`src/rtl/riscv_fetch_unit.sv`:
```
// Instruction fetch unit: one outstanding imem read, holds the fetched word until decode
// accepts it, then advances sequentially or redirects to a branch/jump target.
module riscv_fetch_unit #(
    parameter logic [31:0] RESET_PC = 32'h0000_0000
) (
    input  logic        clk,
    input  logic        reset,
    input  logic        branch_taken_i,
    input  logic        jump_i,
    input  logic [31:0] target_pc_i,
    output logic        imem_req_o,
    output logic [31:0] imem_addr_o,
    input  logic        imem_gnt_i,
    input  logic        imem_rvalid_i,
    input  logic [31:0] imem_rdata_i,
    output logic        instr_valid_o,
    input  logic        instr_ready_i,
    output logic [31:0] instr_o,
    output logic [31:0] pc_o,
    output logic        misaligned_o
);

    typedef enum logic [2:0] {
        S_IDLE,
        S_REQ,
        S_WAIT,
        S_HOLD,
        S_FAULT
    } state_t;

    state_t      state_q;
    logic [31:0] pc_q;
    logic [31:0] instr_q;
    logic [31:0] pc_out_q;
    logic        req_q;
    logic        valid_q;
    logic        misaligned_q;

    logic        redirect;
    logic        target_aligned;
    logic [31:0] pc_plus4;

    assign redirect       = branch_taken_i | jump_i;
    assign target_aligned = (target_pc_i[1:0] == 2'b00);
    assign pc_plus4       = pc_q + 32'd4;

    // Outputs are registered alongside the state so they never glitch on transitions.
    always_ff @(posedge clk or posedge reset) begin
        if (reset) begin
            state_q      <= S_IDLE;
            pc_q         <= RESET_PC;
            instr_q      <= '0;
            pc_out_q     <= '0;
            req_q        <= 1'b0;
            valid_q      <= 1'b0;
            misaligned_q <= 1'b0;
        end else begin
            case (state_q)
                S_IDLE: begin
                    state_q <= S_REQ;
                    req_q   <= 1'b1;
                end
                S_REQ: begin
                    if (imem_gnt_i) begin
                        state_q <= S_WAIT;
                        req_q   <= 1'b0;
                    end
                end
                S_WAIT: begin
                    if (imem_rvalid_i) begin
                        instr_q  <= imem_rdata_i;
                        pc_out_q <= pc_q;
                        valid_q  <= 1'b1;
                        state_q  <= S_HOLD;
                    end
                end
                S_HOLD: begin
                    if (instr_ready_i) begin
                        valid_q <= 1'b0;
                        if (!redirect) begin
                            pc_q    <= pc_plus4;
                            req_q   <= 1'b1;
                            state_q <= S_REQ;
                        end else if (target_aligned) begin
                            pc_q    <= target_pc_i;
                            req_q   <= 1'b1;
                            state_q <= S_REQ;
                        end else begin
                            // Misaligned redirect: freeze pc and park until reset.
                            misaligned_q <= 1'b1;
                            state_q      <= S_FAULT;
                        end
                    end
                end
                S_FAULT: begin
                    req_q        <= 1'b0;
                    valid_q      <= 1'b0;
                    misaligned_q <= 1'b1;
                end
                default: begin
                    state_q <= S_IDLE;
                    req_q   <= 1'b0;
                    valid_q <= 1'b0;
                end
            endcase
        end
    end

    assign imem_req_o    = req_q;
    assign imem_addr_o   = pc_q;
    assign instr_valid_o = valid_q;
    assign instr_o       = instr_q;
    assign pc_o          = pc_out_q;
    assign misaligned_o  = misaligned_q;

endmodule

```
`config.mk`:
```
export PLATFORM = sky130hd
export DESIGN_NAME = riscv_fetch_unit
export DESIGN_NICKNAME = d
export VERILOG_FILES = /design/src/rtl/riscv_fetch_unit.sv
export SDC_FILE = /design/constraint.sdc
export NUM_CORES = 1
export LEC_CHECK = 0
export ABC_AREA = 1
export ABC_CLOCK_PERIOD_IN_PS = 4000
export CAP_MARGIN = 20
export CELL_PAD_IN_SITES_DETAIL_PLACEMENT = 1
export CELL_PAD_IN_SITES_GLOBAL_PLACEMENT = 2
export CORE_MARGIN = 2
export CORE_UTILIZATION = 25
export DETAILED_ROUTE_END_ITERATION = 7
export GPL_ROUTABILITY_DRIVEN = 0
export PLACE_DENSITY = 0.78
export SLEW_MARGIN = 20
export SYNTH_ARGS = -nofsm -noshare
export SYNTH_HDL_FRONTEND = slang
export SYNTH_SLANG_ARGS = --single-unit
```
`constraint.sdc`:
```
create_clock -name clk -period 4 [get_ports clk]
set_input_delay 0.8 -clock clk [delete_from_list [all_inputs] [get_ports clk]]
set_output_delay 0.8 -clock clk [all_outputs]
set_load 0.03 [all_outputs]
```
# After elaboration in Yosys (flattened, before gate mapping)
# Index checks and enable logic that the tools add are counted.
[classes] add_sub_neg=1 eq_ne=11 muxes=20 bitwise=4 n_reduce_logical=10
[ops] op="$mux W32" n=2
[ops] op="$add A32 B3 Y32 const B" n=1
[ops] op="$mux W3" n=5
[ops] op="$pmux W3 S5" n=1
[ops] op="$reduce_and A4 Y1" n=3
[ops] op="$ne A2 B2 Y1 const B" n=5
[ops] op="$mux W1" n=9
[ops] op="$eq A3 B2 Y1 const B" n=2
[ops] op="$reduce_and A3 Y1" n=2
[ops] op="$pmux W1 S4" n=1
[ops] op="$eq A3 B1 Y1 const B" n=1
[ops] op="$eq A3 B3 Y1 const B" n=1
[ops] op="$logic_not A3 Y1" n=1
[ops] op="$ne A3 B3 Y1 const B" n=1
[ops] op="$not A1 Y1" n=3
[ops] op="$pmux W1 S3" n=1
[ops] op="$logic_not A2 Y1" n=1
[ops] op="$ne A2 B1 Y1 const B" n=1
[ops] op="$pmux W1 S2" n=1
[ops] op="$reduce_and A2 Y1" n=1
[ops] op="$reduce_bool A2 Y1" n=1
[ops] op="$reduce_or A2 Y1" n=1
[ops] op="$or A1 B1 Y1" n=1
[word_totals] regBits=102 input_bits=71 out_inout_bits=99 word_cells=53

# Depth between registers and ports, before layout
[logic_depth] ltp_word=5 mapped_depth=10 mapped_depth_nobuf=10

# Worst setup path after synthesis
# OpenSTA, ideal clock, no wires.
[synth_path] kind="input -> register" start="input branch_taken_i" end="register pc_q[7] (netlist: imem_addr_o[7])" setup_time_ps=129 arrival_ps=1647 t_required_ps=3871 path_slack_ps=2224 cell_stages=8 n_path_buf=2 path_cell_list="inv_1 nand2_1 inv_1 buf_2 buf_4 o21ai_0 a21oi_1 o22ai_1"
[synth_via] elab_chain_len=3 word_cells_on_any_way=4 classes_between="eq/ne (1); mux (1); bitwise (1); reduce/logical (1)"
[synth_lines] item="from (decl)" line_no="8" rtl="input logic branch_taken_i,"
[synth_lines] item="$or A1 B1 Y1 (*)" line_no="43" rtl="assign redirect = branch_taken_i | jump_i;"
[synth_lines] item="$ne A2 B1 Y1 (no line)"
[synth_lines] item="$reduce_and A3 Y1 (no line)"
[synth_lines] item="to (signal assigned)" line_no="81" rtl="pc_q <= pc_plus4;"
[synth_lines] item="to (signal assigned)" line_no="85" rtl="pc_q <= target_pc_i;"
[synth_lines] item="to (decl)" line_no="32" rtl="logic [31:0] pc_q;"
# Every way passes the cells marked *; elsewhere a longest branch is shown, timed or not.
# A chain may end at the register's enable or synchronous reset.

# Worst setup path after layout
[layout_path] start="input branch_taken_i" end="register pc_q[3] (netlist: imem_addr_o[3])"
# Same word-level chain as after synthesis.

==> impl_results.md <==
* Post-Synth Adder-Cell Area at 0.00253
* Routed via count at 4,771
* Peak supply drop at 236 uV
* Mapped Cells at 653
* Mux share of post-synthesis cell area at 0
* Final Skew at 0.0148 ns
* Largest family of logic cells by synthesized area: simple AND/OR/NAND/NOR gates
* Final #Nets at 886
* Top_reg_cell synth: dfrtp_1
* Leak at 3.29 nW
* WL final at 17.3 mm
* Post-synthesis sequential area ratio at 0.515
* Top cell type by total area after synthesis: dfrtp_1
* CTS sink cnt at 102
* Synth Register Bits at 102
* Simple-gate area share of the yosys netlist at 0.329
* Routed wire per std cell at 16.0 um
* DR vias/cell at 4.40
* Core area at 19,500 um^2
* YS warnings at 0
* Setup-failing EPs final at 0
* Post-route ant nets at 0
* Startpoint Class: input pin
* Slowest-stage cell, CP: nor2_4
* Share of layout cells above drive strength 1 at 0.0464
* Die ar. at 21,000 um^2
* CP max stage delay at 0.54 ns
* Synthesized area at 4950 um^2
* Placed cell count at 1,068
* Syn Nets at 725
* Final Max Slew Viols at 0
* TritonRoute pass-1 iters at 4
* Worst hold path class: reg -> reg
* CP delay by family, top: simple AND/OR/NAND/NOR gates
* DRC Markers at 0
* Mean Syn Cell Area at 7.59 um^2
* Capturing element type of the critical path: flip-flop
* Area delta synth->final at 45.8%
* Gr ovfl total at 0
* Share of the synthesized area in the top cell type at 0.515
* Worst-path cell chain: clkdlybuf4s50_1, inv_1, nand2_1, o21ai_2, nand3_4, nor2_4, inv_1, nor2_1, nor3_1
* Skew-Pair Late Insertion Delay at 0.37 ns
* Max_cap viols at 0
* CTS Buf Count at 9
* Post-synth EDFFs at 0
* Utilization after layout at 0.371
* Crit-path max FO at 30
* Die width at 145 um
* Cell Pwr Density at 826 nW/um^2
* Largest net degree at the start of global routing at 103
* Hold Vio Cnt, Final at 0
* N_diodes at 0
* Number of global-route vias before repair at 4,996
* Antenna violations before repair at 0
* CP most frequent cell: inv_1
* F_max at 396 MHz
* Detailed placement HPWL at 12.9 mm
* # resized after CTS at 0
* Status: completed
* Post-synthesis compound-gate area fraction at 0.0773
* Postcts setup bufs at 0
* Asr flop ratio synth at 1.00
* Fill cells at 2,356
* Period minus WS final at 2.53 ns
* First-pass GRT wire length at 27.3 mm
* RSZ-0062 raised after global routing: false
* Overall routing resource usage at 0.171
* TritonCTS clock tree: yes
* Die Ht at 145 um
* Clock slew at reported path FFs at 0.08 ns
* Period Utilization, post-route at 0.632
* Root buffer cell: clkbuf_16
* WP data required at 4.24 ns
* Row Count at 51
* Normalized max-slew margin at 0.500
* Initial core utilization at 0.255
* DR iter-0 viols at 204
* Xor/xnor share of the synthesized area at 0.00530
* Buf/Inv on CP at 3
* Arr. time, crit path at 2.77 ns
* Fin Setup TNS at 0 ns
* I/O Buffers at 169
* Top cells by area, synth: dfrtp_1 52%, nand2_1 21%, nor2_1 5.1%
* Finished Layout Cells at 1,084
* Top Ports at 170
* Crit path kind: in -> reg
* Post-synth cell types at 32
* Worst-Margin Slew at 0.749 ns
* Largest buffer count on any clock path at 2
* H-Tree Depth at 3
* Hold Buf Count CTS at 0
-- synthesized netlist by cell type, types with 3 or more instances --
cell      count
o21ai_0      42
inv_1        54
dfrtp_1     102
a31oi_1       3
buf_4         4
clkbuf_1      3
nor2_4        3
nor2_1       67
nand3_1      40
nor3_1        6
nand2_1     271
a22oi_1       9
buf_2        14
nor2_2        6
o211ai_1      4
a21oi_1       3
-- routing by layer --
layer  vias to the layer above  wire, um  track usage
met1                      2274      8020        0.226
met4                         0       374       0.0675
met2                       100      8340        0.284
li1                       2376         -            -
met3                        21       611       0.0217
met5                         -         0            0
-- area by class of cell --
cell class / count / area [um^2] / share of cell area
clock inverter: 6 / 86.3 / 0.0120
multi-input combinational: 472 / 2070 / 0.286
clock buffer: 10 / 239 / 0.0331
sequential: 102 / 2550 / 0.353
tap: 265 / 332 / 0.0459
inverter: 56 / 213 / 0.0295
timing repair buffer: 173 / 1730 / 0.240
-- state kept, by name, indices dropped and copies added, names as in the netlist --
register       cells
imem_addr_o       32
instr_o           32
pc_o              32
state_q            3
imem_req_o         1
instr_valid_o      1
misaligned_o       1
-- cell families after synthesis --
group,after synthesis
flops,102
fa+ha+maj,1
simple gates,401
xor+xnor,3
buf+inv,79
compound gates,67
-- tightest hold or removal path: cells and delay by family, from the launching register on --
family / cells / cell delay, ns
simple gates: 1 / 0.05
flops: 1 / 0.35
buf+inv: 1 / 0.04
-- power by group --
part	internal [mW]	leakage, nW	switching [mW]
Sequential	1.49	1.27	0.444
Combinational	1.17	1.86	1.88
Clock	0.522	0.160	0.455
-- path summary, 6_finish.rpt --
| kind | end | cells past startpoint | from | slack [ns] |
|---|---|---|---|---|
| worst min register to register | misaligned_o$_DFFE_PP0P_ | 2 | misaligned_o$_DFFE_PP0P_ | 0.47 |
| min in group asynchronous | pc_o[29]$_DFFE_PP0P_ | 3 | reset | 0.90 |
| worst min-delay path | misaligned_o$_DFFE_PP0P_ | 2 | misaligned_o$_DFFE_PP0P_ | 0.47 |
| worst max register to register | imem_addr_o[3]$_DFFE_PP0P_ | 8 | state_q[2]$_DFFE_PP0P_ | 1.86 |
| worst max-delay path | imem_addr_o[3]$_DFFE_PP0P_ | 9 | branch_taken_i | 1.47 |
| max in group asynchronous | imem_addr_o[31]$_DFFE_PP0P_ | 3 | reset | 2.62 |
-- cell usage in the layout (no fill, tap or decap), types with 3 or more instances in the layout --
cell type | Yosys | final
nor2_4 | 3 | 3
buf_4 | 4 | 3
clkdlybuf4s50_1 | 0 | 169
nor3_1 | 6 | 6
o21ai_0 | 42 | 42
a31oi_1 | 3 | 3
nand3_1 | 40 | 39
dfrtp_1 | 102 | 102
nor2_1 | 67 | 67
nor2_2 | 6 | 6
a21oi_1 | 3 | 3
a22oi_1 | 9 | 9
nand2_1 | 271 | 271
o211ai_1 | 4 | 4
clkbuf_16 | 0 | 9
inv_1 | 54 | 53
-- stage by stage --
stage                     setup slack (ns)  hold slack (ns)  area [um^2]  total power [mW]
after floorplan                      0.525            0.509         4950              3.65
after global routing                  1.27            0.505         7220              6.38
after detailed placement              1.07            0.467         6900              5.06
after CTS                             1.47            0.486         7220              6.06
after global placement                1.16            0.459         6900              4.98
final                                 1.47            0.475         7220              5.96
(Power assumes the default switching activity.)
==> variant 1: new RTL, same settings <==
Encoding of `state_t`: now one-hot (5 bits for 5 states).
--- a/src/rtl/riscv_fetch_unit.sv
+++ b/src/rtl/riscv_fetch_unit.sv
@@ -21,10 +21,10 @@
 );
 
-    typedef enum logic [2:0] {
-        S_IDLE,
-        S_REQ,
-        S_WAIT,
-        S_HOLD,
-        S_FAULT
+    typedef enum logic [4:0] {
+        S_IDLE  = 5'b00001,
+        S_REQ   = 5'b00010,
+        S_WAIT  = 5'b00100,
+        S_HOLD  = 5'b01000,
+        S_FAULT = 5'b10000
     } state_t;
 
Check against the original RTL: no difference found for any inputs over 10 cycles, from zero or initial values and one cycle with reset high; not proved beyond that.
==> variant 1 against the unedited design <==
Count of clock-buffer cells in the layout unchanged. Routed wire length up 0.48%. Cell count up 4.2%. Critical path depth unchanged. Design area up 2.3%. Total power down 9.6%. Area after synthesis up 3.8%. Setup slack worse by 0.083 ns. Non-clock buffer count up 1. Sequential cell count up 2. Critical path type unchanged. Critical endpoint is now imem_addr_o[0]. Largest cell class unchanged.
==> variant 1: results (changes against the unedited design) <==
Synthesis
  – Synth area leaders: dfrtp_1 (50%), nand2_1 (22%), nor2_1 (6.4%), nand3_1 (3.9%), o21ai_0 (3.5%)
  – Syn Nets: 766 (+5.7%)
  – Post-Syn Area: 5141 um^2 (+3.8%)
  – Synth cell types: 27 (-16%)
  – Syn Inst Count: 694 (+6.3%)
  – Top cells by count, synth: nand2_1 (295), dfrtp_1 (103), nor2_1 (87)
  – Sequential area share after synthesis: 50.64% (-0.88 points)
  – Yosys warns: 0 (unchanged)

Setup path
  – Max incr delay on CP: 0.44 ns (-0.10 ns)
  – Worst-path cell with the longest stage delay: clkdlybuf4s50_1
  – Critical path arrival: 2.86 ns (+0.09 ns)
  – Max FO, Critical Path: 39 (+30%)
  – Worst Setup SP: jump_i
  – Worst r2r src: state_q[4]

Power
  – Power of the sequential group: 1.85 mW (-5%)
  – Clock power share: 17.4% (+1.0 points)
  – Peak supply drop: 0.2990 mV (+26%)
  – Total clock network power: 936 uW (-4.2%)
  – Pleak: 3.327 nW (+1.1%)

Drt
  – DR WL met2: 7884 um (-5.4%)
  – Routed WL: 17,430 um (+0.48%)
  – Per-cell routed wire length: 15.44 um (-3.5%)
  – Vias per cell: 4.340 (-1.4%)
  – Drt initial violations: 211 (+3.4%)
  – Met3 routed WL: 768 um (+26%)

Global routing
  – Tot GR Track Use: 16.59% (-0.48 points)
  – M1 GR Usage: 23.05% (+0.48 points)
  – Met3 usage: 3.333% (+1.2 points)
  – Vias in the first global route: 5,035 (+0.78%)
  – M2 GR Usage: 26.68% (-1.7 points)

Final layout
  – Share of cells above drive strength 1: 5.122% (+0.48 points)
  – Layout Nets: 926 (+4.5%)

Placed design
  – Placed inst area: 7088 um^2 (+2.8%)
  – HPWL after DPL: 12,800 um (-0.88%)

STA
  – Clk_skew: 0.008581 ns (-0.006181 ns)
  – Worst Max-Slew Pin Slew: 0.8525 ns (+0.1040 ns)

Worst hold path
  – Hold Crit Start: instr_o[31]

Status
  – Status: finished clean
## variant 1: cell type report
class	instances	area, um^2
fillers	2454	12840
flip-flops and latches	104	2604
multi-input cells	518	2213
repair buffers	174	1754
well taps	270	337.8
clock buffers	10	229.0
inverters	47	178.9
clock inverters	6	73.82
## variant 1: kinds of logic after synthesis
group                      Yosys count  share of synthesized area [%]
DFF                                104                          50.64
xor gates and xnor gates             4                         0.6816
adders and majority gates            1                         0.2433
buffers and inverters               72                          6.303
AOI/OAI and AO/OA                   66                          6.571
and+or+nand+nor                    447                          35.56
## variant 1: path summary, 6_finish.rpt
check,endpoint,slack [ns],cells after the start
hold / removal,instr_o[31],0.47,2
max in group asynchronous,pc_o[5],2.32,3
hold reg to reg,instr_o[31],0.47,2
setup reg to reg,imem_addr_o[0],1.86,8
setup / recovery,imem_addr_o[0],1.39,9
min in group asynchronous,instr_o[7],0.89,2
## variant 1: critical path, delay by kind of cell
kind            cells  cell delay, ns
buf+inv             3            0.95
compound gates      1            0.13
simple gates        5            0.95
==> variant 2: new RTL, same flow settings <==
Made on the original files. Add an input register stage for `target_pc_i`, without a reset; this delays it by one clock. The other inputs are not delayed to match.
--- a/src/rtl/riscv_fetch_unit.sv
+++ b/src/rtl/riscv_fetch_unit.sv
@@ -29,4 +29,10 @@
     } state_t;
 
+    logic [31:0] target_pc_q;
+
+    always_ff @(posedge clk) begin
+        target_pc_q <= target_pc_i;
+    end
+
     state_t      state_q;
     logic [31:0] pc_q;
@@ -42,5 +48,5 @@
 
     assign redirect       = branch_taken_i | jump_i;
-    assign target_aligned = (target_pc_i[1:0] == 2'b00);
+    assign target_aligned = (target_pc_q[1:0] == 2'b00);
     assign pc_plus4       = pc_q + 32'd4;
 
@@ -83,5 +89,5 @@
                             state_q <= S_REQ;
                         end else if (target_aligned) begin
-                            pc_q    <= target_pc_i;
+                            pc_q    <= target_pc_q;
                             req_q   <= 1'b1;
                             state_q <= S_REQ;
Behaviour: not the same (a bounded check fails within 10 cycles, from zero or initial values and one cycle with reset high).
==> variant 2 against the unedited design <==
Design area up 15%. Area after synthesis up 15%. Clock skew down 0.0064 ns. Total power up 19%. Setup slack better by 0.027 ns. Sequential cell count up 32. Routed wire length up 6.0%. Synthesized cell count up 10%. Critical path type is now reg -> out. Critical endpoint is now imem_addr_o[12].
==> variant 2: results (changes against the unedited design) <==
Status
  – Status: finished clean

Final layout
  – Fillers: 2,631 (+12%)
  – Share of cells above drive strength 1: 6.674% (+2.0 points)

STA
  – Clk_skew: 0.008399 ns (-0.006363 ns)
  – Worst rel slew slack: 51.32% (+1.3 points)

Global routing
  – M2 GR Usage: 24.68% (-3.7 points)
  – Met3 usage: 3.203% (+1.0 points)
  – First-pass GRT wire length: 29,080 um (+6.4%)
  – M1 GR Usage: 22.02% (-0.55 points)
  – Initial antenna violation count: 1 (+1)
  – Tot GR Track Use: 15.67% (-1.4 points)
  – Vias in the first global route: 5,153 (+3.1%)

Clock tree
  – CTS clk-pin slew, worst paths: 0.06 ns (-0.02 ns)
  – H-tree Lvls: 4 (+1)
  – Clk_lat worst skew: 0.42 ns (+0.05 ns)
  – Cts bufs inserted: 17 (+8)

Setup path
  – Critical path arrival: 1.70 ns (-1.07 ns)
  – Max FO, Critical Path: 6 (-80%)
  – Cell family with most CP delay: buffers and inverters
  – Max incr delay on CP: 0.76 ns (+0.22 ns)
  – R2R Setup Slk: 2.16 ns (+0.30 ns)
  – Reg2reg end: imem_addr_o[19]
  – Kind of critical path: reg -> out
  – Reg2reg path depth: 9 (+1)
  – Worst-path cell with the longest stage delay: clkdlybuf4s50_1

Synthesis
  – Asr flop ratio synth: 76.12% (-24 points)
  – Post-synthesis compound-gate area fraction: 6.007% (-1.7 points)
  – Syn Nets: 790 (+9.0%)
  – Synth cell types: 33 (+3.1%)
  – Synthesized-area fraction occupied by adder cells: 0.2193% (-0.033 points)
  – XOR/XNOR Fraction of Synth Area: 0.7674% (+0.24 points)

Drt
  – Per-cell routed wire length: 15.52 um (-3.0%)
  – Drt initial violations: 289 (+42%)

Power
  – Peak supply drop: 0.2951 mV (+25%)

Placed design
  – Pre-CTS WS: 1.214 ns (+0.1407 ns)
==> variant 2: changes by cell type after synthesis, sizes merged, moves of 2 or more <==
cell and delta:
a21oi +7, a22oi -9, clkbuf +2, dfxtp +32, inv -3, nand2 +10
nand3 -4, nor2 +27, nor3 -5, o211ai -2, o21ai +7, o22ai -2
o31ai -2
==> variant 2: where the power goes <==
part           leakage [nW]  total [mW]  internal, mW  switching (mW)
Combinational          1.98        3.18          1.20            1.98
Clock                 0.286        1.59         0.951           0.643
Sequential             1.53        2.31          1.85           0.463
==> variant 2: stage by stage <==
stage | util (%) | total power [mW] | area [um^2] | hold slack, ns | cells
floorplan | - | 4.073 | 5707 | 0.4378 | 718
global placement | 34.12 | 5.513 | 7677 | 0.4509 | 1152
detailed placement | 34.12 | 5.559 | 7677 | 0.4526 | 1152
CTS | 36.80 | 7.197 | 8280 | 0.4710 | 1184
global route | 36.81 | 7.552 | 8283 | 0.4877 | 1185
finish | 36.81 | 7.090 | 8283 | 0.4621 | 1185
==> variant 2: logic make-up (layout without fill, tap and decap cells) <==
logic type      Yosys count  count (layout)
simple gates            435             435
flops                   134             134
buf+inv                  77             258
compound gates           66              66
xor+xnor                  5               5
fa+ha+maj                 1               1
other cells               0               1
==> variant 2: cell type report <==
| type | instances | area, um^2 | area share [%] |
|---|---|---|---|
| clock inverters | 14 | 163.9 | 1.979 |
| multi-input cells | 507 | 2187 | 26.40 |
| flip-flops and latches | 134 | 3193 | 38.55 |
| well taps | 285 | 356.6 | 4.305 |
| repair buffers | 173 | 1734 | 20.94 |
| clock buffers | 18 | 439.2 | 5.302 |
| diodes | 1 | 2.502 | 0.03021 |
| inverters | 53 | 206.4 | 2.492 |
==> variant 2: worst max path at each step <==
stage / end / slack [ns] / cells past startpoint
floorplan: imem_addr_o[0] / 0.52 / 1
global placement: imem_addr_o[14] / 1.26 / 7
detailed placement: imem_addr_o[13] / 1.21 / 7
CTS: imem_addr_o[7] / 1.47 / 1
global route: imem_addr_o[7] / 1.43 / 1
finish: imem_addr_o[12] / 1.50 / 1
==> variant 2: layer usage <==
layer | vias up | share of wire [%]
li1 | 2575 | -
met1 | 2383 | 50
met2 | 97 | 45
met3 | 16 | 3.7
met4 | 0 | 1.2
met5 | - | 0
